$ cat config.mk
export PLATFORM = sky130hd
export DESIGN_NAME = exception_cp0
export DESIGN_NICKNAME = d
export VERILOG_FILES = /design/src/rtl/exception_cp0.sv
export SDC_FILE = /design/constraint.sdc
export NUM_CORES = 1
export LEC_CHECK = 0
export BUFFER_PORTS_ARGS = -buffer_cell sky130_fd_sc_hd__clkbuf_2
export CAP_MARGIN = 20
export CORE_AREA = 2 2 122 124
export DETAILED_ROUTE_END_ITERATION = 7
export DIE_AREA = 0 0 124 126
export GPL_TIMING_DRIVEN = 1
export PLACE_DENSITY = 0.82
export SLEW_MARGIN = 20
export SYNTH_ARGS = -nofsm -noshare
export SYNTH_HDL_FRONTEND = slang
export SYNTH_SLANG_ARGS = --single-unit
$ cat constraint.sdc
create_clock -name clk -period 3.66 [get_ports clk]
set_input_delay 0.732 -clock clk [delete_from_list [all_inputs] [get_ports clk]]
set_output_delay 0.732 -clock clk [all_outputs]
set_load 0.1 [all_outputs]
$ cat src/rtl/exception_cp0.sv
// CP0 register file and exception arbiter; define CP0_TIMER_EN to build the Count/Compare timer.
// excepttype/rdata_o are combinational, all state updates at posedge clk; no backpressure, mtc0 dropped on exception.
module exception_cp0 #(
   parameter logic [31:0] PRID_VAL = 32'h00004220
) (
   input  logic        clk,
   input  logic        rst,
   input  logic [5:0]  int_i,
   input  logic        instr_validM,
   input  logic [31:0] pcM,
   input  logic        is_in_delayslotM,
   input  logic [31:0] bad_addrM,
   input  logic        adel_ifM,
   input  logic        riM,
   input  logic        ovM,
   input  logic        syscallM,
   input  logic        breakM,
   input  logic        eretM,
   input  logic        adel_dataM,
   input  logic        adesM,
   input  logic        we_i,
   input  logic [4:0]  waddr_i,
   input  logic [31:0] wdata_i,
   input  logic [4:0]  raddr_i,
   output logic [31:0] rdata_o,
   output logic [31:0] excepttype,
   output logic [31:0] epc,
   output logic [31:0] status_o,
   output logic [31:0] cause_o,
   output logic [31:0] badvaddr_o,
   output logic        timer_int_o
);

   logic [7:0]  status_im;
   logic        status_exl;
   logic        status_ie;
   logic        cause_bd;
   logic [7:0]  cause_ip;
   logic [4:0]  cause_exc;
   logic [31:0] epc_r;
   logic [31:0] badvaddr_r;
   logic [31:0] count_rd;
   logic [31:0] compare_rd;
   logic        ip15;

   logic        int_pend;
   logic [4:0]  exc_code;
   logic        is_eret;
   logic        bad_from_pc;
   logic        bad_from_data;
   logic        exc_take;
   logic        wen;

   assign status_o   = {9'b0, 1'b1, 6'b0, status_im, 6'b0, status_exl, status_ie};
   assign cause_o    = {cause_bd, 15'b0, cause_ip, 1'b0, cause_exc, 2'b0};
   assign epc        = epc_r;
   assign badvaddr_o = badvaddr_r;

   assign int_pend = (|(cause_ip & status_im)) & status_ie & ~status_exl & instr_validM;

   always_comb begin
      excepttype    = 32'h0;
      exc_code      = 5'd0;
      is_eret       = 1'b0;
      bad_from_pc   = 1'b0;
      bad_from_data = 1'b0;
      if (int_pend) begin
         excepttype = 32'h1;
         exc_code   = 5'd0;
      end else if (adel_ifM) begin
         excepttype  = 32'h4;
         exc_code    = 5'd4;
         bad_from_pc = 1'b1;
      end else if (riM) begin
         excepttype = 32'ha;
         exc_code   = 5'd10;
      end else if (ovM) begin
         excepttype = 32'hc;
         exc_code   = 5'd12;
      end else if (syscallM) begin
         excepttype = 32'h8;
         exc_code   = 5'd8;
      end else if (breakM) begin
         excepttype = 32'h9;
         exc_code   = 5'd9;
      end else if (eretM) begin
         excepttype = 32'he;
         is_eret    = 1'b1;
      end else if (adel_dataM) begin
         excepttype    = 32'h4;
         exc_code      = 5'd4;
         bad_from_data = 1'b1;
      end else if (adesM) begin
         excepttype    = 32'h5;
         exc_code      = 5'd5;
         bad_from_data = 1'b1;
      end
   end

   assign exc_take = (excepttype != 32'h0) && !is_eret;
   // The faulting instruction is flushed, so its mtc0 must not land.
   assign wen      = we_i && (excepttype == 32'h0);

`ifdef CP0_TIMER_EN
   logic [31:0] count_r;
   logic [31:0] compare_r;
   logic        tick;
   logic        timer_int;

   always_ff @(posedge clk or posedge rst) begin
      if (rst) begin
         count_r   <= 32'h0;
         compare_r <= 32'h0;
         tick      <= 1'b0;
         timer_int <= 1'b0;
      end else begin
         tick <= ~tick;
         if (wen && waddr_i == 5'd9)
            count_r <= wdata_i;
         else if (tick)
            count_r <= count_r + 32'd1;
         if (wen && waddr_i == 5'd11)
            compare_r <= wdata_i;
         if (wen && waddr_i == 5'd11)
            timer_int <= 1'b0;
         else if (count_r == compare_r)
            timer_int <= 1'b1;
      end
   end

   assign count_rd    = count_r;
   assign compare_rd  = compare_r;
   assign ip15        = int_i[5] | timer_int;
   assign timer_int_o = timer_int;
`else
   assign count_rd    = 32'h0;
   assign compare_rd  = 32'h0;
   assign ip15        = int_i[5];
   assign timer_int_o = 1'b0;
`endif

   always_ff @(posedge clk or posedge rst) begin
      if (rst) begin
         status_im  <= 8'h0;
         status_exl <= 1'b0;
         status_ie  <= 1'b0;
         cause_bd   <= 1'b0;
         cause_ip   <= 8'h0;
         cause_exc  <= 5'd0;
         epc_r      <= 32'h0;
         badvaddr_r <= 32'h0;
      end else begin
         cause_ip[7:2] <= {ip15, int_i[4:0]};
         if (wen && waddr_i == 5'd12) begin
            status_im  <= wdata_i[15:8];
            status_exl <= wdata_i[1];
            status_ie  <= wdata_i[0];
         end
         if (wen && waddr_i == 5'd13)
            cause_ip[1:0] <= wdata_i[9:8];
         if (wen && waddr_i == 5'd14)
            epc_r <= wdata_i;
         if (exc_take) begin
            status_exl <= 1'b1;
            cause_exc  <= exc_code;
            // A nested exception keeps the original return point.
            if (!status_exl) begin
               cause_bd <= is_in_delayslotM;
               epc_r    <= is_in_delayslotM ? pcM - 32'd4 : pcM;
            end
            if (bad_from_pc)
               badvaddr_r <= pcM;
            else if (bad_from_data)
               badvaddr_r <= bad_addrM;
         end else if (is_eret) begin
            status_exl <= 1'b0;
         end
      end
   end

   always_comb begin
      rdata_o = 32'h0;
      case (raddr_i)
         5'd8:    rdata_o = badvaddr_r;
         5'd9:    rdata_o = count_rd;
         5'd11:   rdata_o = compare_rd;
         5'd12:   rdata_o = status_o;
         5'd13:   rdata_o = cause_o;
         5'd14:   rdata_o = epc_r;
         5'd15:   rdata_o = PRID_VAL;
         default: rdata_o = 32'h0;
      endcase
   end

endmodule

==> impl_metrics.env, run 1 <==
export IMPL_multi_input_area_um2=3207
export IMPL_period_share_pct=84.48
export IMPL_cts_clk_slew_worst_paths_ns=0.06
export IMPL_place_hpwl_mm=14.40
export IMPL_leakage_nw=3.402
export IMPL_yosys_top_cells_area="dfrtp_1 (38%), mux2i_1 (10%), buf_4 (9.5%), o2bb2ai_1 (4.7%), nor3b_1 (4.2%)"
export IMPL_synth_area_um2=5777
export IMPL_worstMarginPinSlew_ns=0.9712
export IMPL_vdd_drop_max_mv=0.3070
export IMPL_fp_row_count=44
export IMPL_synth_cell_type_count=50
export IMPL_startpoint_type="input pin"
export IMPL_rsz0062_at_grt="false"
export IMPL_grt_max_degree=52
export IMPL_drc=0
export IMPL_port_buffers=247
export IMPL_synth_seq_cells=87
export IMPL_synth_flop_cell="dfrtp_1"
export IMPL_utilization_pct=52.92
export IMPL_ctsLongestPathBuffers=2
export IMPL_antenna_found_initial=0
export IMPL_outcome="completed"
export IMPL_start_util_pct=40.36
export IMPL_ant_nets=0
export IMPL_setup_viol=0
export IMPL_first_global_vias=5282
export IMPL_via_per_inst=5.405
export IMPL_drtPass1Iterations=5
export IMPL_drt_iter0_markers=301
export IMPL_fillers=1303
export IMPL_grt_overflow=0
export IMPL_max_freq_mhz=323.4
export IMPL_cts_tree="done"
export IMPL_wl_mm=19.02
export IMPL_core_region_area_um2=14310
export IMPL_final_hold_violation_count=0
export IMPL_avgSynthCellArea_um2=9.909
export IMPL_slew_headroom_pct=35.08
export IMPL_async_reset_ff_share_pct=100.0
export IMPL_cts_resized=0
export IMPL_clock_latency_ns=0.34
export IMPL_finalPower_w=0.003943
export IMPL_synthCells=583
export IMPL_io_pins=318
export IMPL_ff_latch_area_um2=2177
export IMPL_cts_buffers=9
export IMPL_syn_to_final_growth_pct=31.12
export IMPL_fp_dieW_um=124
export IMPL_crit_fanout=29
export IMPL_grt_pass1_wl_mm=28.99
export IMPL_critPathCaptureType="primary output"
export IMPL_synth_top_area_share_pct=37.69
export IMPL_gp_congestion=0.8523
export IMPL_cts_sinks=87
export IMPL_fin_skew_ns=0.006177
export IMPL_grt_use_total_pct=24.25
export IMPL_slew_violations=0
export IMPL_yosys_warnings=0
export IMPL_synth_largest_area_cell="dfrtp_1"
export IMPL_dieArea_um2=15620
export IMPL_final_layout_size_suffix_gt1_share_pct=38.20
export IMPL_ys_seq_area_share_pct=37.69
export IMPL_synth_edf_count=0
export IMPL_ctsHoldBuffers=0
export IMPL_avgRoutedWirePerCell_um=18.90
export IMPL_htreeDepth=3
export IMPL_crit_arrival_ns=2.36
export IMPL_period_needed_ns=3.092
export IMPL_vias=5437
export IMPL_nets=945
export IMPL_post_cts_buffers=0
export IMPL_required_ns=2.93
export IMPL_powerDensity_nw_per_um2=520.5
export IMPL_fp_dieH_um=126
export IMPL_diodes=0
export IMPL_maxCapViolCount=0
export IMPL_crit_type="input pin to primary output"
export IMPL_root_buffer="clkbuf_16"
export IMPL_hold_class="input pin to async pin"
[report_power, final]
part           switching [W]  internal, W  leakage [nW]  total, W
registers           0.000121      0.00108          1.06   0.00121
clock network       0.000369     0.000541         0.136  0.000910
logic                0.00155     0.000274          2.21   0.00183
total                0.00204      0.00190          3.40   0.00394
[routing by layer]
layer  wire length (µm)  part of all wire [%]  track usage [%]
met3               1452                   7.6            4.846
met1               7638                    40            31.07
met4                502                   2.6            9.716
met2               9421                    50            39.92
met5                  0                     0                0
[metrics by stage]
| step | TNS (ns) | setup WS [ns] | instances | hold slack [ns] | cell area [µm²] |
|---|---|---|---|---|---|
| 3_5_place_dp | 0 | 0.5805 | 992 | 0.5002 | 7295 |
| 5_1_grt | 0 | 0.4992 | 1006 | 0.4745 | 7575 |
| 6_report | 0 | 0.5680 | 1006 | 0.4885 | 7575 |
| 3_3_place_gp | 0 | 0.6178 | 992 | 0.5018 | 7295 |
| 4_1_cts | 0 | 0.5755 | 1006 | 0.4760 | 7575 |
| 2_1_floorplan | -0.1329 | -0.1329 | 651 | 0.5035 | 6061 |
[cell usage after synthesis, types with 2 or more instances]
cell type  count
dfrtp_1       87
buf_4         73
mux2i_1       60
a21oi_1       38
nor3b_1       32
o2bb2ai_1     31
nand2_1       29
clkbuf_1      26
nor2_1        26
xnor2_1       23
nor3_1        19
a22o_1        18
mux2_2        15
a22oi_1       14
inv_1          8
nor4_1         6
xor2_1         6
a222oi_1       4
buf_2          4
nand3b_1       4
o21ai_0        4
or3_1          4
buf_6          3
nand3_1        3
nor4b_1        3
nor4bb_1       3
o21bai_1       3
or4_1          3
a211oi_1       2
a221o_1        2
a221oi_1       2
a31oi_1        2
buf_1          2
conb_1         2
mux2_1         2
nand2b_1       2
nand4_2        2
nor4_4         2
o31ai_1        2
or3b_2         2
[final timing paths]
path / start / to / slack (ns) / cells after the start
max: raddr_i[4] / rdata_o[26] / 0.57 / 6
min: rst / cause_ip[7] / 0.49 / 2
max reg2reg: status_im[3] / status_im[0] / 0.84 / 6
min reg2reg: badvaddr_o[1] / badvaddr_o[1] / 0.51 / 1
max in group asynchronous: rst / badvaddr_o[3] / 2.46 / 3
min in group clk: int_i[4] / cause_ip[6] / 0.49 / 1
[registers in the layout (all words and copies together), names as in the netlist]
| name | flops |
|---|---|
| status_ie | 1 |
| cause_bd | 1 |
| badvaddr_o | 32 |
| epc | 32 |
| status_exl | 1 |
| cause_exc | 4 |
| cause_ip | 8 |
| status_im | 8 |
[placed cells by master (no fill, tap or decap), drive strengths merged, types with 6 or more instances in the layout]
| master | count |
|---|---|
| a21oi | 38 |
| a22o | 18 |
| a22oi | 14 |
| buf | 39 |
| clkbuf | 239 |
| conb | 70 |
| dfrtp | 87 |
| inv | 7 |
| mux2 | 17 |
| mux2i | 60 |
| nand2 | 29 |
| nor2 | 26 |
| nor3 | 19 |
| nor3b | 32 |
| nor4 | 9 |
| o2bb2ai | 31 |
| xnor2 | 23 |
| xor2 | 6 |
[logic make-up after synthesis]
group,count (synthesis),share of synthesized area (%)
flip-flops,87,37.69
AO/OA/AOI/OAI,125,15.81
XOR/XNOR,29,4.397
other,2,0.1300
buffers and inverters,116,12.76
multiplexers,77,13.71
AND/OR/NAND/NOR,146,15.29
adder cells (fa/ha/maj),1,0.2166
[cell type report]
| cell class | count | share of cell area, % |
|---|---|---|
| clock buffers | 13 | 3.304 |
| well taps | 184 | 3.039 |
| inverters | 8 | 0.4130 |
| repair buffers | 265 | 21.77 |
| clock inverters | 1 | 0.3964 |
| multi-input cells | 448 | 42.34 |
| flip-flops and latches | 87 | 28.74 |
[critical path: stages]
cell and delay (ns):
clkbuf_2 0.10, nand3b_1 0.33, nor3b_2 0.33, buf_12 0.24
a22o_1 0.16, clkbuf_2 0.45
(Power assumes the default switching activity.)
==> run 2: changes to the inputs <==
--- a/config.mk
+++ b/config.mk
@@ -11,7 +11,7 @@
 export DETAILED_ROUTE_END_ITERATION = 7
 export DIE_AREA = 0 0 124 126
 export GPL_TIMING_DRIVEN = 1
-export PLACE_DENSITY = 0.82
+export PLACE_DENSITY = 0.85
 export SLEW_MARGIN = 20
 export SYNTH_ARGS = -nofsm -noshare
 export SYNTH_HDL_FRONTEND = slang
==> constraint.sdc (replaced) <==
create_clock -name clk -period 2.8 [get_ports clk]
set_input_delay 0.56 -clock clk [delete_from_list [all_inputs] [get_ports clk]]
set_output_delay 0.56 -clock clk [all_outputs]
set_load 0.1 [all_outputs]
==> impl_metrics.env, run 2 (synthesis results as in run 1) <==
export IMPL_outcome="completed"
export IMPL_port_buffers=247
export IMPL_diodes=0
export IMPL_syn_to_final_growth_pct=39.44
export IMPL_fp_dieW_um=124
export IMPL_final_area_um2=8055
export IMPL_maxCapViolCount=0
export IMPL_ant_nets=0
export IMPL_crit_slowest_cell="a211oi_4"
export IMPL_nets=954
export IMPL_first_global_vias=5682
export IMPL_cts_buffers=9
export IMPL_required_ns=2.24
export IMPL_max_stage_delay_ns=0.73
export IMPL_max_freq_mhz=371.3
export IMPL_pwr_share_seq_pct=29.9
export IMPL_vdd_drop_max_mv=0.3677
export IMPL_startpoint_type="register"
export IMPL_clkPwrFrac_pct=24.0
export IMPL_powerDensity_nw_per_um2=655.6
export IMPL_place_hpwl_mm=15.77
export IMPL_dpl_cell_count=1001
export IMPL_vias=5515
export IMPL_cts_clk_slew_worst_paths_ns=0.06
export IMPL_placed_area_um2=7745
export IMPL_switching_share_pct=51.73
export IMPL_multi_input_area_um2=3279
export IMPL_clock_latency_ns=0.35
export IMPL_drc=0
export IMPL_final_common_cell="clkbuf_2"
export IMPL_tns_ns=0
export IMPL_ff_latch_area_um2=2197
export IMPL_io_pins=318
export IMPL_htreeDepth=3
export IMPL_slew_headroom_pct=32.77
export IMPL_drtPass1Iterations=5
export IMPL_start_util_pct=40.36
export IMPL_via_per_inst=5.423
export IMPL_fp_row_count=44
export IMPL_dieArea_um2=15620
export IMPL_setup_viol=0
export IMPL_crit_fanout=12
export IMPL_fillers=1230
export IMPL_p_comb_share_pct=46.1
export IMPL_worstMarginPinSlew_ns=1.006
export IMPL_ctsLongestPathBuffers=2
export IMPL_fin_skew_ns=0.009990
export IMPL_cts_resized=0
export IMPL_post_cts_buffers=0
export IMPL_antenna_found_initial=0
export IMPL_p_int_w=0.002550
export IMPL_p_switching_w=0.002732
export IMPL_most_common_layout_cells="clkbuf_2 (211), dfrtp_1 (71), conb_1 (70), mux2i_1 (60)"
export IMPL_slew_violations=0
export IMPL_rsz0062_at_grt="false"
export IMPL_ctsHoldBuffers=0
export IMPL_hold_class="input pin to register"
export IMPL_final_hold_violation_count=0
export IMPL_grt_overflow=0
export IMPL_cts_sinks=87
export IMPL_gp_congestion=0.8467
export IMPL_period_needed_ns=2.693
export IMPL_critPathCaptureType="primary output"
export IMPL_utilization_pct=56.28
export IMPL_drt_iter0_markers=245
export IMPL_crit_arrival_ns=2.13
export IMPL_wl_mm=20.30
export IMPL_crit_type="register to primary output"
export IMPL_leakage_nw=3.509
export IMPL_period_share_pct=96.19
export IMPL_fin_cells=1017
export IMPL_worstPathCellList="a22o_1, a221oi_2, a211oi_4, nand2b_1, buf_12"
export IMPL_core_region_area_um2=14310
export IMPL_grt_use_total_pct=25.82
export IMPL_grt_pass1_wl_mm=30.71
export IMPL_root_buffer="clkbuf_16"
export IMPL_final_layout_size_suffix_gt1_share_pct=44.78
export IMPL_cts_tree="done"
export IMPL_avgRoutedWirePerCell_um=19.96
export IMPL_fp_dieH_um=126
export IMPL_grt_max_degree=42
run 2: changes by cell type in the layout (fill, tap and decap cells not counted), sizes merged:
cell and change:
buf +24, clkbuf -16, clkinvlp +3
run 2: layout make-up:
class                   count  area share (%)
multi-input cells         448           40.71
flip-flops and latches     87           27.28
repair buffers            274           24.88
clock buffers              12           3.184
well taps                 184           2.858
clock inverters             4          0.6679
inverters                   8          0.4194
run 2: path summary, 6_finish.rpt:
kind                                 from        endpoint  slack, ns  depth (start not counted)
max                          status_im[6]   excepttype[0]       0.11                          5
min                              int_i[1]     cause_ip[3]       0.31                          1
max reg2reg                  status_im[7]  badvaddr_o[21]       0.35                          6
min reg2reg                badvaddr_o[23]  badvaddr_o[23]       0.51                          1
max in group asynchronous             rst    status_im[6]       1.70                          3
min in group asynchronous             rst  badvaddr_o[24]       0.40                          2
run 2: critical path: cells and delay by family, from the launching register on:
kind	cells	cell delay, ns
flops	1	0.40
buf+inv	1	0.18
simple gates	1	0.24
compound gates	3	0.95
run 2: through the flow:
stage | hold slack [ns] | setup WS (ns) | power, W
6_report | 0.3141 | 0.1066 | 0.005281
5_1_grt | 0.3027 | 0.003711 | 0.005456
4_1_cts | 0.3015 | 0.06987 | 0.005306
3_5_place_dp | 0.5004 | 0.1047 | 0.004035
3_3_place_gp | 0.4945 | 0.1748 | 0.004006
2_1_floorplan | 0.5035 | -0.2396 | 0.003618
run 2: power by group through the flow:
| stage | Sequential [W] | Combinational, W | Clock (W) |
|---|---|---|---|
| 2_1_floorplan | 0.00270 | 0.000922 | 0 |
| 3_3_place_gp | 0.00159 | 0.00241 | 0 |
| 3_5_place_dp | 0.00159 | 0.00244 | 0 |
| 4_1_cts | 0.00158 | 0.00244 | 0.00129 |
| 5_1_grt | 0.00159 | 0.00252 | 0.00134 |
| 6_report | 0.00158 | 0.00244 | 0.00127 |
run 2: per-layer routing:
metal	vias to the layer above	track usage, %	part of all wire, %
met5	-	0	0
li1	2490	-	-
met2	275	44.25	51
met1	2708	30.91	39
met4	0	10.44	3.2
met3	42	6.069	7.6
